### src/rtl/id_stage_pkg.sv
// Shared decode constants and the ID/EX bundle.
// Imported by the decode stage and its hazard unit.
package id_stage_pkg;

  localparam logic [31:0] NOP_INST = 32'h0000_0013;
  localparam logic INST_BIOS = 1'b1;

  localparam logic [6:0] OPC_JAL    = 7'b110_1111;
  localparam logic [6:0] OPC_LOAD   = 7'b000_0011;
  localparam logic [6:0] OPC_STORE  = 7'b010_0011;
  localparam logic [6:0] OPC_BRANCH = 7'b110_0011;
  localparam logic [6:0] OPC_RTYPE  = 7'b011_0011;
  localparam logic [6:0] OPC_LUI    = 7'b011_0111;
  localparam logic [6:0] OPC_AUIPC  = 7'b001_0111;

  typedef struct packed {
    logic        valid;
    logic [31:0] pc;
    logic [31:0] inst;
    logic [31:0] rs1_data;
    logic [31:0] rs2_data;
  } id_ex_t;

  function automatic logic [31:0] jal_imm(
    input logic [31:0] inst
  );
    return {{11{inst[31]}}, inst[31], inst[19:12],
            inst[20], inst[30:21], 1'b0};
  endfunction

endpackage

### src/rtl/id_stage_hazard_unit.sv
// Load-use detection: operand usage decode plus
// compare against the load currently in EX.
module hazard_unit
  import id_stage_pkg::*;
(
  input  logic [31:0] inst,
  input  logic        id_valid,
  input  logic        ex_load,
  input  logic [4:0]  ex_rd,
  input  logic        mem_flush,
  output logic        load_use
);

  logic [6:0] opc;
  logic [4:0] rs1;
  logic [4:0] rs2;
  logic       uses_rs1;
  logic       uses_rs2;
  logic       hit;

  assign opc = inst[6:0];
  assign rs1 = inst[19:15];
  assign rs2 = inst[24:20];

  always_comb begin
    uses_rs1 = 1'b1;
    uses_rs2 = 1'b0;
    unique case (1'b1)
      opc == OPC_LUI,
      opc == OPC_AUIPC,
      opc == OPC_JAL:    uses_rs1 = 1'b0;
      opc == OPC_RTYPE,
      opc == OPC_STORE,
      opc == OPC_BRANCH: uses_rs2 = 1'b1;
      default: ;
    endcase
  end

  assign hit = (uses_rs1 && ex_rd == rs1)
            || (uses_rs2 && ex_rd == rs2);

  assign load_use = id_valid && ex_load
                 && ex_rd != 5'd0 && hit
                 && !mem_flush;

endmodule

### src/rtl/id_stage.sv
// Decode stage: instruction select, wrong-path kill,
// JAL redirect, load-use stall, bypass, ID/EX register.
module id_stage
  import id_stage_pkg::*;
(
  input  logic        clk,
  input  logic        rst,
  input  logic [31:0] id_pc,
  input  logic [31:0] bios_dout,
  input  logic [31:0] imem_dout,
  input  logic        ex_stall,
  input  logic        mem_flush,
  input  logic        ex_load,
  input  logic [4:0]  ex_rd,
  input  logic        wb_we,
  input  logic [4:0]  wb_rd,
  input  logic [31:0] wb_data,
  input  logic [31:0] rf_rd1,
  input  logic [31:0] rf_rd2,
  output logic [4:0]  id_rs1,
  output logic [4:0]  id_rs2,
  output logic        id_stall,
  output logic        id_target_taken,
  output logic [31:0] id_target,
  output logic        ex_valid,
  output logic [31:0] ex_pc,
  output logic [31:0] ex_inst,
  output logic [31:0] ex_rs1_data,
  output logic [31:0] ex_rs2_data
);

  logic        id_valid_q;
  logic [31:0] inst;
  logic [31:0] rs1_data;
  logic [31:0] rs2_data;
  logic        advance;
  id_ex_t      id_ex_q;

  function automatic logic [31:0] operand(
    input logic [4:0]  rs,
    input logic [31:0] rf
  );
    if (rs == 5'd0)
      return 32'd0;
    if (wb_we && wb_rd == rs)
      return wb_data;
    return rf;
  endfunction

  // Memory address was last cycle's fetch PC == id_pc
  assign inst = (id_pc[30] == INST_BIOS)
              ? bios_dout : imem_dout;

  assign id_rs1 = inst[19:15];
  assign id_rs2 = inst[24:20];

  assign rs1_data = operand(id_rs1, rf_rd1);
  assign rs2_data = operand(id_rs2, rf_rd2);

  assign id_target = id_pc + jal_imm(inst);
  assign id_target_taken = id_valid_q
                        && inst[6:0] == OPC_JAL
                        && !ex_stall && !mem_flush;

  hazard_unit u_hazard (
    .inst      (inst),
    .id_valid  (id_valid_q),
    .ex_load   (ex_load),
    .ex_rd     (ex_rd),
    .mem_flush (mem_flush),
    .load_use  (id_stall)
  );

  assign advance = (!id_stall && !ex_stall) || mem_flush;

  always_ff @(posedge clk) begin
    if (rst)
      id_valid_q <= 1'b0;
    else if (advance)
      id_valid_q <= !(mem_flush || id_target_taken);
  end

  always_ff @(posedge clk) begin
    if (rst) begin
      id_ex_q <= '{valid: 1'b0, pc: 32'd0,
                   inst: NOP_INST, rs1_data: 32'd0,
                   rs2_data: 32'd0};
    end else if (mem_flush) begin
      id_ex_q.valid <= 1'b0;
      id_ex_q.inst  <= NOP_INST;
    end else if (ex_stall) begin
      id_ex_q <= id_ex_q;
    end else if (id_stall || !id_valid_q) begin
      id_ex_q.valid <= 1'b0;
      id_ex_q.inst  <= NOP_INST;
    end else begin
      id_ex_q <= '{valid: 1'b1, pc: id_pc,
                   inst: inst, rs1_data: rs1_data,
                   rs2_data: rs2_data};
    end
  end

  assign ex_valid    = id_ex_q.valid;
  assign ex_pc       = id_ex_q.pc;
  assign ex_inst     = id_ex_q.inst;
  assign ex_rs1_data = id_ex_q.rs1_data;
  assign ex_rs2_data = id_ex_q.rs2_data;

endmodule

### config.mk
export PLATFORM = sky130hd
export DESIGN_NAME = id_stage
export DESIGN_NICKNAME = d
export VERILOG_FILES = /design/src/rtl/id_stage_pkg.sv /design/src/rtl/id_stage_hazard_unit.sv /design/src/rtl/id_stage.sv
export SDC_FILE = /design/constraint.sdc
export NUM_CORES = 1
export LEC_CHECK = 0
export CAP_MARGIN = 20
export CORE_MARGIN = 2
export CORE_UTILIZATION = 26
export CTS_BUF_LIST = sky130_fd_sc_hd__clkbuf_8
export CTS_CLUSTER_DIAMETER = 150
export DETAILED_ROUTE_END_ITERATION = 10
export PLACE_DENSITY_LB_ADDON = 0.05
export SKIP_LAST_GASP = 1
export SLEW_MARGIN = 20
export SYNTH_ARGS = -nofsm -noshare
export SYNTH_HDL_FRONTEND = slang
export SYNTH_SLANG_ARGS = --single-unit
### constraint.sdc
create_clock -name clk -period 4.5 [get_ports clk]
set_input_delay 0.9 -clock clk [delete_from_list [all_inputs] [get_ports clk]]
set_output_delay 0.9 -clock clk [all_outputs]
set_load 0.03 [all_outputs]
Word-level counts from Yosys, hierarchy flattened
Index checks and enable logic that the tools add are counted.
- bits of input ports: 208
- logic and storage cells: 67
- bits in registers: 130
- bitwise gates (word level): 3
- reduce and logical (&&, ||, !) cells: 28
- multiplexer cells: 19
- equality and inequality tests: 10
- add/subtract/negate cells: 1
- operators with widths (operator ; count):
    2-to-1 mux 32 bit ; 10
    adder 32 bit ; 1
    == test 7 x 6 -> 1 bit, second input constant ; 3
    == test 5 bit ; 4
    == test 7 bit, second input constant ; 2
    logical AND 1 bit ; 12
    logical NOT 5 bit ; 2
    2-to-1 mux 1 bit ; 9
    == test 7 x 5 -> 1 bit, second input constant ; 1
    OR reduction 3 bit ; 2
    logical NOT 1 bit ; 5
    nonzero test 5 bit ; 1
    logical OR 1 bit ; 4
    NOT 1 bit ; 3
    AND reduction 3 bit ; 1
    OR reduction 2 bit ; 1

Longest topological paths before layout
Gate-level depths: netlist (run 1).
- depth in word-level cells: 11
- gate-level depth with buffers: 14

Hierarchy
Synthesis (run 1) repeated with hierarchy kept, for this count alone.
- cells, all modules: 863
- area, all modules: 7319.5 sq um
- by module, submodules not included (module ; cells an instance ; instances ; area each (sq um)):
    id_stage ; 838 ; 1 ; 7141.8
    hazard_unit ; 25 ; 1 ; 177.7

Least setup slack after synthesis (run 1)
Ideal clock, no wire load.
- kind: input port to output port
- start: input port id_pc[30]
- end: output port id_target[31]
- stages: 14
- arrival: 4.479 ns
- slack: -0.879 ns
- path through: buf_6 -> buf_8 -> mux2i_1 -> inv_1 -> ha_1 -> fa_1 -> a211oi_1 -> o211ai_1 -> and2_1 -> a31o_2 -> a41o_1 -> a31oi_1 -> o21ai_0 -> xnor2_1
- cells in the longest elaborated chain, start to end: 2
- RTL lines (element ; RTL line ; text):
    from (decl) ; id_stage.sv:8 ; input logic [31:0] id_pc,
    2-to-1 mux 32 bit ; id_stage.sv:52 ; ? bios_dout : imem_dout;
    via id_rs2[1] ; id_stage.sv:21 ; output logic [4:0] id_rs2,
    adder 32 bit ; id_stage.sv:60 ; assign id_target = id_pc + jal_imm(inst);
    to (decl) ; id_stage.sv:24 ; output logic [31:0] id_target,
The timed path passes the listed nets, and every way through them passes these cells.

Worst setup path in the final report (run 1)
- start: input port id_pc[30]
- end: output port id_target[31]
- cells in the longest elaborated chain, start to end: 2
- RTL lines (element ; RTL line):
    2-to-1 mux 32 bit ; id_stage.sv:52
    adder 32 bit (*) ; id_stage.sv:60
Every way passes the cells marked *; elsewhere a longest branch is shown, timed or not.

==> reports/summary.txt, run 1 <==
============================================================================================
Result of the run                                                               finished, violations left
Failing checks                                                                  negative setup slack
Switching power summed over all nets                                                 1230 µW
Hold_sp                                                                         ex_rs1_data[11]
Clock network fraction of total power                                                  0.292
Fin crit share                                                                          1.02
Clock H-tree levels                                                                        4
Die Span X                                                                            174 µm
Post-route clock skew                                                                22.5 ps
CTS Hold Buffers Added                                                                     0
Area of the die                                                                   30,300 µm²
Number of detailed-route iterations in the first pass                                      4
TritonCTS clock tree                                                                    done
Net total in the final layout                                                          1,584
Layout Area Growth over Synthesis                                                      79.7%
Critical Path Start Type                                                           input pin
Clock tree root driver cell                                                     sky130_fd_sc_hd__clkbuf_8
Post-synthesis xor/xnor area fraction                                                 0.0524
Path depth of the worst reg2reg path                                                       9
Post-DP HPWL                                                                         24.4 mm
Post-synth cell types                                                                     63
Number of warnings reported in the yosys synthesis log                                     0
Core Area                                                                         28,600 µm²
Final weighted congestion in routability-driven placement                              0.842
Antenna violations before repair                                                           6
Number of synthesized register bits                                                      130
Maximum count of clock buffers along a single path                                         2
Part of the Yosys area used for sequential elements                                    0.346
Instance area after placement                                                     12,400 µm²
Count of mapped cells out of synthesis                                                   870
Reg-to-reg critical path endpoint                                                ex_inst[13]
Critical path startpoint                                                           id_pc[30]
Clock buffers created by TritonCTS                                                        17
Maximum vdd drop                                                                    0.187 mV
Leakage power                                                                     0.00586 µW
Max-slew violation total from the final report                                             0
Starting Density                                                                       0.263
Async set or reset register ratio after synthesis                                          0
Total Routing Usage GR                                                                 0.205
Startpoint of the lowest-slack register-to-register path                          id_valid_q
Area of the mapped netlist                                                          7520 µm²
Top achievable clock speed                                                           219 MHz
Global-route wire length before repair                                               48.0 mm
Setup repair after global routing missed its margin                                      yes
R2R setup slack                                                                      2150 ps
Max-cap violations                                                                         0
Worst-case hold path end point                                                  ex_rs1_data[11]
Dominant combinational cell family by area after synthesis                      simple AND/OR/NAND/NOR gates
Final setup slack of the worst path                                                 -75.1 ps
DR DRC count                                                                               0
Fraction of the mapped netlist area in compound gates                                  0.158
Fraction of layout instances using a drive strength above 1                            0.209
Clock-pin slew of the registers on the worst-case setup and hold paths                 80 ps
Required time of the critical path                                                   3600 ps
Transition time at the pin with the least slew margin                                 981 ps
Routed via count                                                                       8,019
Placement Rows                                                                            62
Final hold violation count                                                                 0
Endpoint arrival time on the critical path                                           3680 ps
Critical path capture point type                                                 output port
Remaining max-slew budget at the tightest pin                                          0.342
Final Setup Violations                                                                     5
Final ANT Viol Nets                                                                        0
Post-Synthesis Mean Instance Area                                                   8.65 µm²
Startpoint-to-endpoint class of the critical path                               input pin to output port
Iter 0 DRT Violations                                                                    304
Clock Sinks                                                                              130
Count of fill cells added during filler insertion                                      2,860
Average routed wire per standard cell                                                18.3 µm
Total length of routed wires                                                         32.0 mm
Post-synthesis net count                                                               1,109
Port Buffer Count                                                                        380
Power density normalized to cell area                                             265 nW/µm²
Total non-filler cell area in the finished layout                                 13,500 µm²
Top fanout value on the critical path                                                      5
Pint                                                                                 2350 µW
Vias in the first global route                                                         8,110
Ports                                                                                    381
Combinational fraction of design power                                                 0.381
Vias per inst                                                                           4.60
Mux share of post-synthesis cell area                                                  0.171
Placed Cells                                                                           1,680
Global route total overflow                                                                0
Number of flops mapped to enable cells by yosys                                            0
Clock latency reported for the late side of the worst-skew pair                       440 ps
Number of cells in the finished layout apart from fillers                              1,745
Predominant post-synthesis flop cell                                            sky130_fd_sc_hd__dfxtp_1
Synth Area in Adders                                                                  0.0526
Pin count of the biggest net entering global routing                                      92
Die extent in y                                                                       174 µm
Switching share of power                                                               0.343
Hold Path Depth                                                                            2
Sequential Power Share                                                                 0.327
Final critical path time including I/O delays and setup                              4580 ps
Basic-gate share of the synthesized area counting and, or, nand and nor cells          0.172
Worst hold-check path type                                                      flop to flop
============================================================================================
cell usage after synthesis (6+ instances only):
cell                       instances  area [µm²]
sky130_fd_sc_hd__a211oi_1          6        45.0
sky130_fd_sc_hd__a21o_1           16         120
sky130_fd_sc_hd__a21oi_1          95         475
sky130_fd_sc_hd__a22o_1            9        78.8
sky130_fd_sc_hd__and3_1            6        37.5
sky130_fd_sc_hd__buf_2             7        35.0
sky130_fd_sc_hd__buf_6             7        78.8
sky130_fd_sc_hd__clkbuf_1         34         128
sky130_fd_sc_hd__clkbuf_2          6        30.0
sky130_fd_sc_hd__dfxtp_1         130        2600
sky130_fd_sc_hd__ha_1             30         375
sky130_fd_sc_hd__inv_1            16        60.1
sky130_fd_sc_hd__mux2_2            9         101
sky130_fd_sc_hd__mux2i_1         117        1170
sky130_fd_sc_hd__nand2_1         102         383
sky130_fd_sc_hd__nand3_1           8        40.0
sky130_fd_sc_hd__nand4_1           6        37.5
sky130_fd_sc_hd__nor2_1           51         191
sky130_fd_sc_hd__o21ai_0          37         185
sky130_fd_sc_hd__or3_1            65         407
sky130_fd_sc_hd__xnor2_1          27         236
sky130_fd_sc_hd__xor2_1           18         158
logic make-up (layout without fill, tap and decap cells):
logic type	count (synthesis)	count (layout)
and+or+nand+nor	265	265
AOI/OAI and AO/OA	198	198
DFF	130	130
muxes	127	127
buffers and inverters	74	561
xor gates and xnor gates	45	45
adders and majority gates	31	31
other	0	4
power by group through the flow:
stage / clock network, µW / registers, µW / logic, µW
4_1_cts: 1090 / 1170 / 1300
2_1_floorplan: 0 / 1230 / 581
3_3_place_gp: 0 / 1200 / 1250
5_1_grt: 1130 / 1180 / 1460
3_5_place_dp: 0 / 1200 / 1250
6_report: 1050 / 1170 / 1360
worst max-delay path: stages:
cell and delay (ps):
sky130_fd_sc_hd__buf_12 80, sky130_fd_sc_hd__buf_12 120, sky130_fd_sc_hd__mux2i_4 290, sky130_fd_sc_hd__inv_4 60, sky130_fd_sc_hd__ha_4 170, sky130_fd_sc_hd__fa_2 390, sky130_fd_sc_hd__a211oi_2 220, sky130_fd_sc_hd__o211ai_1 110
sky130_fd_sc_hd__and2_4 160, sky130_fd_sc_hd__a31o_4 220, sky130_fd_sc_hd__a41o_4 260, sky130_fd_sc_hd__a31oi_4 190, sky130_fd_sc_hd__buf_6 130, sky130_fd_sc_hd__o21ai_4 50, sky130_fd_sc_hd__xnor2_2 140, sky130_fd_sc_hd__buf_6 150
worst max path at each step:
stage                     depth (start not counted)  slack, ps             to
final                                            16        -80  id_target[31]
after global routing                             13       -190  id_target[31]
after CTS                                        16       -220  id_target[31]
after detailed placement                         14       -390  id_target[28]
after global placement                           13       -340  id_target[28]
after floorplan                                  14       -160  id_target[29]
cell usage in the layout (no fill, tap or decap), types with 6 or more instances in the layout:
master | synthesis | final
sky130_fd_sc_hd__a21oi_2 | 0 | 7
sky130_fd_sc_hd__clkdlybuf4s50_1 | 0 | 335
sky130_fd_sc_hd__ha_4 | 0 | 17
sky130_fd_sc_hd__clkbuf_8 | 0 | 17
sky130_fd_sc_hd__ha_1 | 30 | 12
sky130_fd_sc_hd__inv_1 | 16 | 7
sky130_fd_sc_hd__nor2_1 | 51 | 50
sky130_fd_sc_hd__a22o_1 | 9 | 9
sky130_fd_sc_hd__xor2_1 | 18 | 17
sky130_fd_sc_hd__mux2i_1 | 117 | 112
sky130_fd_sc_hd__mux2_2 | 9 | 7
sky130_fd_sc_hd__buf_12 | 0 | 8
sky130_fd_sc_hd__nand2_1 | 102 | 102
sky130_fd_sc_hd__nand4_1 | 6 | 6
sky130_fd_sc_hd__buf_4 | 2 | 148
sky130_fd_sc_hd__buf_6 | 7 | 7
sky130_fd_sc_hd__a21o_1 | 16 | 16
sky130_fd_sc_hd__o21ai_0 | 37 | 31
sky130_fd_sc_hd__xnor2_1 | 27 | 25
sky130_fd_sc_hd__dlymetal6s2s_1 | 0 | 10
sky130_fd_sc_hd__dfxtp_1 | 130 | 130
sky130_fd_sc_hd__or3_1 | 65 | 65
sky130_fd_sc_hd__inv_2 | 1 | 7
sky130_fd_sc_hd__a21oi_1 | 95 | 88
metrics by stage:
step / util / setup TNS [ps] / hold WS, ps / power [µW] / setup WS [ps]
3_5_place_dp: 0.434 / -2630 / 443 / 2450 / -388
2_1_floorplan: - / -323 / 467 / 1810 / -161
6_report: 0.472 / -244 / 451 / 3580 / -75.1
4_1_cts: 0.457 / -856 / 454 / 3560 / -218
3_3_place_gp: 0.434 / -2410 / 431 / 2450 / -336
5_1_grt: 0.472 / -1210 / 474 / 3770 / -187
sequential cells by signal, summed over array words and instances (netlist names):
signal / flops
ex_pc: 32
ex_inst: 32
ex_rs2_data: 32
id_valid_q: 1
ex_rs1_data: 32
ex_valid: 1
per-layer routing:
metal,GRT usage,share of wire
met5,0,0.00031
met4,0.0592,0.014
met3,0.0663,0.074
met2,0.348,0.48
met1,0.248,0.43
layout make-up:
type                       count  area [µm²]  area share
antenna                        4        10.0    0.000740
clock buffer                  17         234      0.0173
clock inverter                14         155      0.0115
inverter                      17        71.3     0.00528
multi-input combinational    666        5060       0.374
sequential                   130        2600       0.193
tap                          384         480      0.0355
timing repair buffer         513        4910       0.363
repair_timing:
| action | CTS | global route |
|---|---|---|
| resized for setup | 31 | 64 |
| pin swaps | 18 | 34 |
| endpoints found under the hold margin | 0 | 0 |
| setup endpoints to repair | 16 | 16 |
| buffers inserted | 12 | 16 |
| cloned | 1 | 1 |
(Power assumes the default switching activity.)
==> inputs of run 2 (changes only) <==
CORE_AREA = 2 2 148 150   (was default)
CORE_MARGIN = default   (was 2)
CORE_UTILIZATION = default   (was 26)
DIE_AREA = 0 0 150 152   (was default)
SYNTH_HIERARCHICAL = 1   (was default)
==> run 2 against run 1 <==
Effect of this change:
- critical path depth decreased by 2
- die area decreased by 25%
- clock skew decreased by 11 ps
- combinational power about the same
- hold slack got worse by 3.4 ps
- largest cell class unchanged
- count of clock-buffer cells in the layout increased by 1
- register-to-register slack improved by 220 ps
- the flow now finishes without violations
- setup slack improved by 93 ps
- global-route usage increased by 5.2 points
- design area decreased by 4.9%
- critical path type unchanged
- first-iteration DRC count increased by 54%
==> reports/summary.txt, run 2 <==
=====================================================================================
Result of the run                                                        complete, no violations   was finished, violations left
TritonCTS clock tree                                                             done   unchanged
Post-synth cell types                                                              53   was 63
Area share of the largest cell type after synthesis                             0.356   was 0.346
Vias in the first global route                                                  7,707   was 8,110
Switching share of power                                                        0.344   was 0.343
Total Routing Usage GR                                                          0.257   was 0.205
Clock H-tree levels                                                                 4   unchanged
Worst hold-check path type                                               flop to flop   unchanged
Remaining max-slew budget at the tightest pin                                   0.467   was 0.342
Net total in the final layout                                                   1,540   was 1,584
Routed via count                                                                7,924   was 8,019
Final design utilization                                                        0.602   was 0.472
Power density normalized to cell area                                      276 nW/µm²   was 265 nW/µm²
Clock tree root driver cell                                              sky130_fd_sc_hd__clkbuf_8   unchanged
Final critical path time including I/O delays and setup                       4480 ps   was 4580 ps
Path depth of the worst reg2reg path                                               11   was 9
Port Buffer Count                                                                 380   unchanged
Clock latency reported for the late side of the worst-skew pair                460 ps   was 440 ps
Global route total overflow                                                         0   unchanged
Startpoint-to-endpoint class of the critical path                        input pin to output port   unchanged
List of most frequent post-synthesis cells                               156 x sky130_fd_sc_hd__nand2_1, 130 x sky130_fd_sc_hd__dfxtp_1, 71 x sky130_fd_sc_hd__a21oi_1   was 130 x sky130_fd_sc_hd__dfxtp_1, 117 x sky130_fd_sc_hd__mux2i_1, 102 x sky130_fd_sc_hd__nand2_1
Max-slew violation total from the final report                                      0   unchanged
Clock Sinks                                                                       130   unchanged
Core Area                                                                  21,400 µm²   was 28,600 µm²
Part of the Yosys area used for sequential elements                             0.356   was 0.346
Die Span X                                                                     150 µm   was 174 µm
Critical path capture point type                                          output port   unchanged
Number of synthesized register bits                                               130   unchanged
Hold_sp                                                                  ex_rs2_data[7]   was ex_rs1_data[11]
Hold Path Depth                                                                     2   unchanged
Switching power summed over all nets                                          1220 µW   was 1230 µW
Sequential Power Share                                                          0.330   was 0.327
Pin count of the biggest net entering global routing                               40   was 92
Area of the mapped netlist                                                   7320 µm²   was 7520 µm²
Endpoint arrival time on the critical path                                    3580 ps   was 3680 ps
Fraction of layout instances using a drive strength above 1                     0.202   was 0.209
Number of flops mapped to enable cells by yosys                                     0   unchanged
Placement Rows                                                                     54   was 62
Count of mapped cells out of synthesis                                            863   was 870
Total length of routed wires                                                  30.3 mm   was 32.0 mm
Startpoint of the lowest-slack register-to-register path                   id_valid_q   unchanged
Post-route setup TNS                                                             0 ps   was -244 ps
Final hold violation count                                                          0   unchanged
Clock-pin slew of the registers on the worst-case setup and hold paths          70 ps   was 80 ps
Iter 0 DRT Violations                                                             467   was 304
Leading cell types by total area after synthesis                         sky130_fd_sc_hd__dfxtp_1 36%, sky130_fd_sc_hd__mux2i_1 8.8%, sky130_fd_sc_hd__nand2_1 8.0%, sky130_fd_sc_hd__ha_1 5.1%, sky130_fd_sc_hd__a21oi_1 4.9%   was sky130_fd_sc_hd__dfxtp_1 35%, sky130_fd_sc_hd__mux2i_1 16%, sky130_fd_sc_hd__a21oi_1 6.3%, sky130_fd_sc_hd__or3_1 5.4%, sky130_fd_sc_hd__nand2_1 5.1%
Required time of the critical path                                            3600 ps   about the same
Ports                                                                             381   unchanged
Pint                                                                          2330 µW   was 2350 µW
Top achievable clock speed                                                    223 MHz   was 219 MHz
Vias per inst                                                                    4.96   was 4.60
Final Setup Violations                                                              0   was 5
Antenna violations before repair                                                    3   was 6
Area of the die                                                            22,800 µm²   was 30,300 µm²
DR DRC count                                                                        0   unchanged
Most frequent cells in the layout                                        342 x sky130_fd_sc_hd__clkdlybuf4s50_1, 153 x sky130_fd_sc_hd__nand2_1, 130 x sky130_fd_sc_hd__dfxtp_1   was 335 x sky130_fd_sc_hd__clkdlybuf4s50_1, 148 x sky130_fd_sc_hd__buf_4, 130 x sky130_fd_sc_hd__dfxtp_1
Starting Density                                                                0.343   was 0.263
Setup repair after global routing missed its margin                               yes   unchanged
Layout Area Growth over Synthesis                                               75.7%   was 79.7%
Post-Synthesis Mean Instance Area                                            8.48 µm²   was 8.65 µm²
Post-synthesis net count                                                        1,102   was 1,109
Post-route clock skew                                                         11.1 ps   was 22.5 ps
Average routed wire per standard cell                                         19.0 µm   was 18.3 µm
Predominant post-synthesis flop cell                                     sky130_fd_sc_hd__dfxtp_1   unchanged
Cell accounting for the most synthesized area                            sky130_fd_sc_hd__dfxtp_1   unchanged
Transition time at the pin with the least slew margin                          800 ps   was 981 ps
Die extent in y                                                                152 µm   was 174 µm
Final ANT Viol Nets                                                                 0   unchanged
Async set or reset register ratio after synthesis                                   0   unchanged
Leakage power                                                              0.00522 µW   was 0.00586 µW
Maximum count of clock buffers along a single path                                  2   unchanged
Maximum vdd drop                                                             0.176 mV   was 0.187 mV
Global-route wire length before repair                                        44.9 mm   was 48.0 mm
Number of detailed-route iterations in the first pass                               4   unchanged
Clock network fraction of total power                                           0.291   was 0.292
Most common cell after layout, fill and taps aside                       sky130_fd_sc_hd__clkdlybuf4s50_1   unchanged
Max-cap violations                                                                  0   unchanged
Number of warnings reported in the yosys synthesis log                              6   was 0
Critical path startpoint                                                    id_pc[30]   unchanged
Clock buffers created by TritonCTS                                                 17   unchanged
Top fanout value on the critical path                                               5   unchanged
Post-DP HPWL                                                                  22.9 mm   was 24.4 mm
Count leader, synth                                                      sky130_fd_sc_hd__nand2_1   was sky130_fd_sc_hd__dfxtp_1
Fin crit share                                                                  0.996   was 1.02
Final weighted congestion in routability-driven placement                       0.854   was 0.842
Combinational fraction of design power                                          0.379   was 0.381
Critical Path Start Type                                                    input pin   unchanged
=====================================================================================
run 2: cell count changes in the layout (fill, tap and decap cells not counted), sizes merged, moves of 9 or more:
cell	before	now
a22oi	1	29
mux2i	118	64
mux2	9	32
a21oi	95	71
o21ai	38	87
a22o	9	0
nand2	102	156
or3	65	0
buf	164	133
inv	21	8
dlymetal6s2s	10	1
run 2: final cells by class:
type / count / area (µm²)
Clock buffer: 18 / 248
Fill cell: 1967 / 8490
Multi-Input combinational cell: 667 / 4860
Inverter: 5 / 18.8
Timing Repair Buffer: 480 / 4620
Sequential cell: 130 / 2600
Antenna cell: 3 / 7.51
Tap cell: 280 / 350
Clock inverter: 14 / 155
run 2: logic make-up after synthesis:
logic type               synth area share
XOR/XNOR                           0.0595
buffers and inverters              0.0496
multiplexers                        0.138
AO/OA/AOI/OAI                       0.187
adder cells (fa/ha/maj)            0.0540
flip-flops                          0.356
AND/OR/NAND/NOR                     0.156
run 2: repair_timing:
action                                 in CTS  in global routing
endpoints found under the hold margin       0                  0
pin swaps                                  27                 13
resized for setup                          71                 19
hold buffers                                0                  0
setup buffers                               8                  5
setup endpoints to repair                  16                 15
cloned                                      1                  0
run 2: power by group through the flow:
| stage | Clock, µW | Sequential (µW) | Combinational [µW] |
|---|---|---|---|
| final | 1040 | 1170 | 1350 |
| after global placement | 0 | 1200 | 1220 |
| after detailed placement | 0 | 1200 | 1220 |
| after global routing | 1120 | 1180 | 1430 |
| after floorplan | 0 | 1230 | 617 |
| after CTS | 1070 | 1170 | 1320 |
run 2: critical path: stages:
cell                       delay (ps)
sky130_fd_sc_hd__buf_12           110
sky130_fd_sc_hd__buf_12           140
sky130_fd_sc_hd__buf_12           120
sky130_fd_sc_hd__mux2_4           320
sky130_fd_sc_hd__ha_4             190
sky130_fd_sc_hd__a211oi_4         250
sky130_fd_sc_hd__o211ai_1         170
sky130_fd_sc_hd__buf_4            170
sky130_fd_sc_hd__a31o_1           180
sky130_fd_sc_hd__a211o_1          310
sky130_fd_sc_hd__a31oi_4          280
sky130_fd_sc_hd__o41ai_4          110
sky130_fd_sc_hd__xor2_2           170
sky130_fd_sc_hd__buf_6            160
run 2: worst paths after layout:
path	slack (ps)	to
max	20	id_target[30]
min	450	ex_rs2_data[7]
max reg2reg	2370	ex_rs2_data[0]
min reg2reg	450	ex_rs2_data[7]
run 2: per-layer routing:
metal / wire [µm] / up-vias / GRT usage / share of wire
met4: 759 / 0 / 0.0912 / 0.025
li1: - / 3931 / - / -
met5: 0 / - / 0 / 0
met1: 12700 / 3683 / 0.317 / 0.42
met3: 2170 / 41 / 0.0640 / 0.072
met2: 14700 / 269 / 0.432 / 0.48
run 2: metrics by stage:
stage               instances  worst slack (ps)  power [µW]  hold slack [ps]  area, µm²
finish                   1597              17.5        3550              447      12900
detailed placement       1549              -372        2420              440      11900
global route             1596             -78.3        3730              468      12900
CTS                      1589              2.64        3560              450      12700
floorplan                 863              12.3        1850              520       7420
global placement         1549              -390        2420              435      11900
==> inputs of run 3 (changes only) <==
CAP_MARGIN = default   (was 20)
==> results of run 3 <==
Final layout, timing and power as in run 2 (identical DEF).
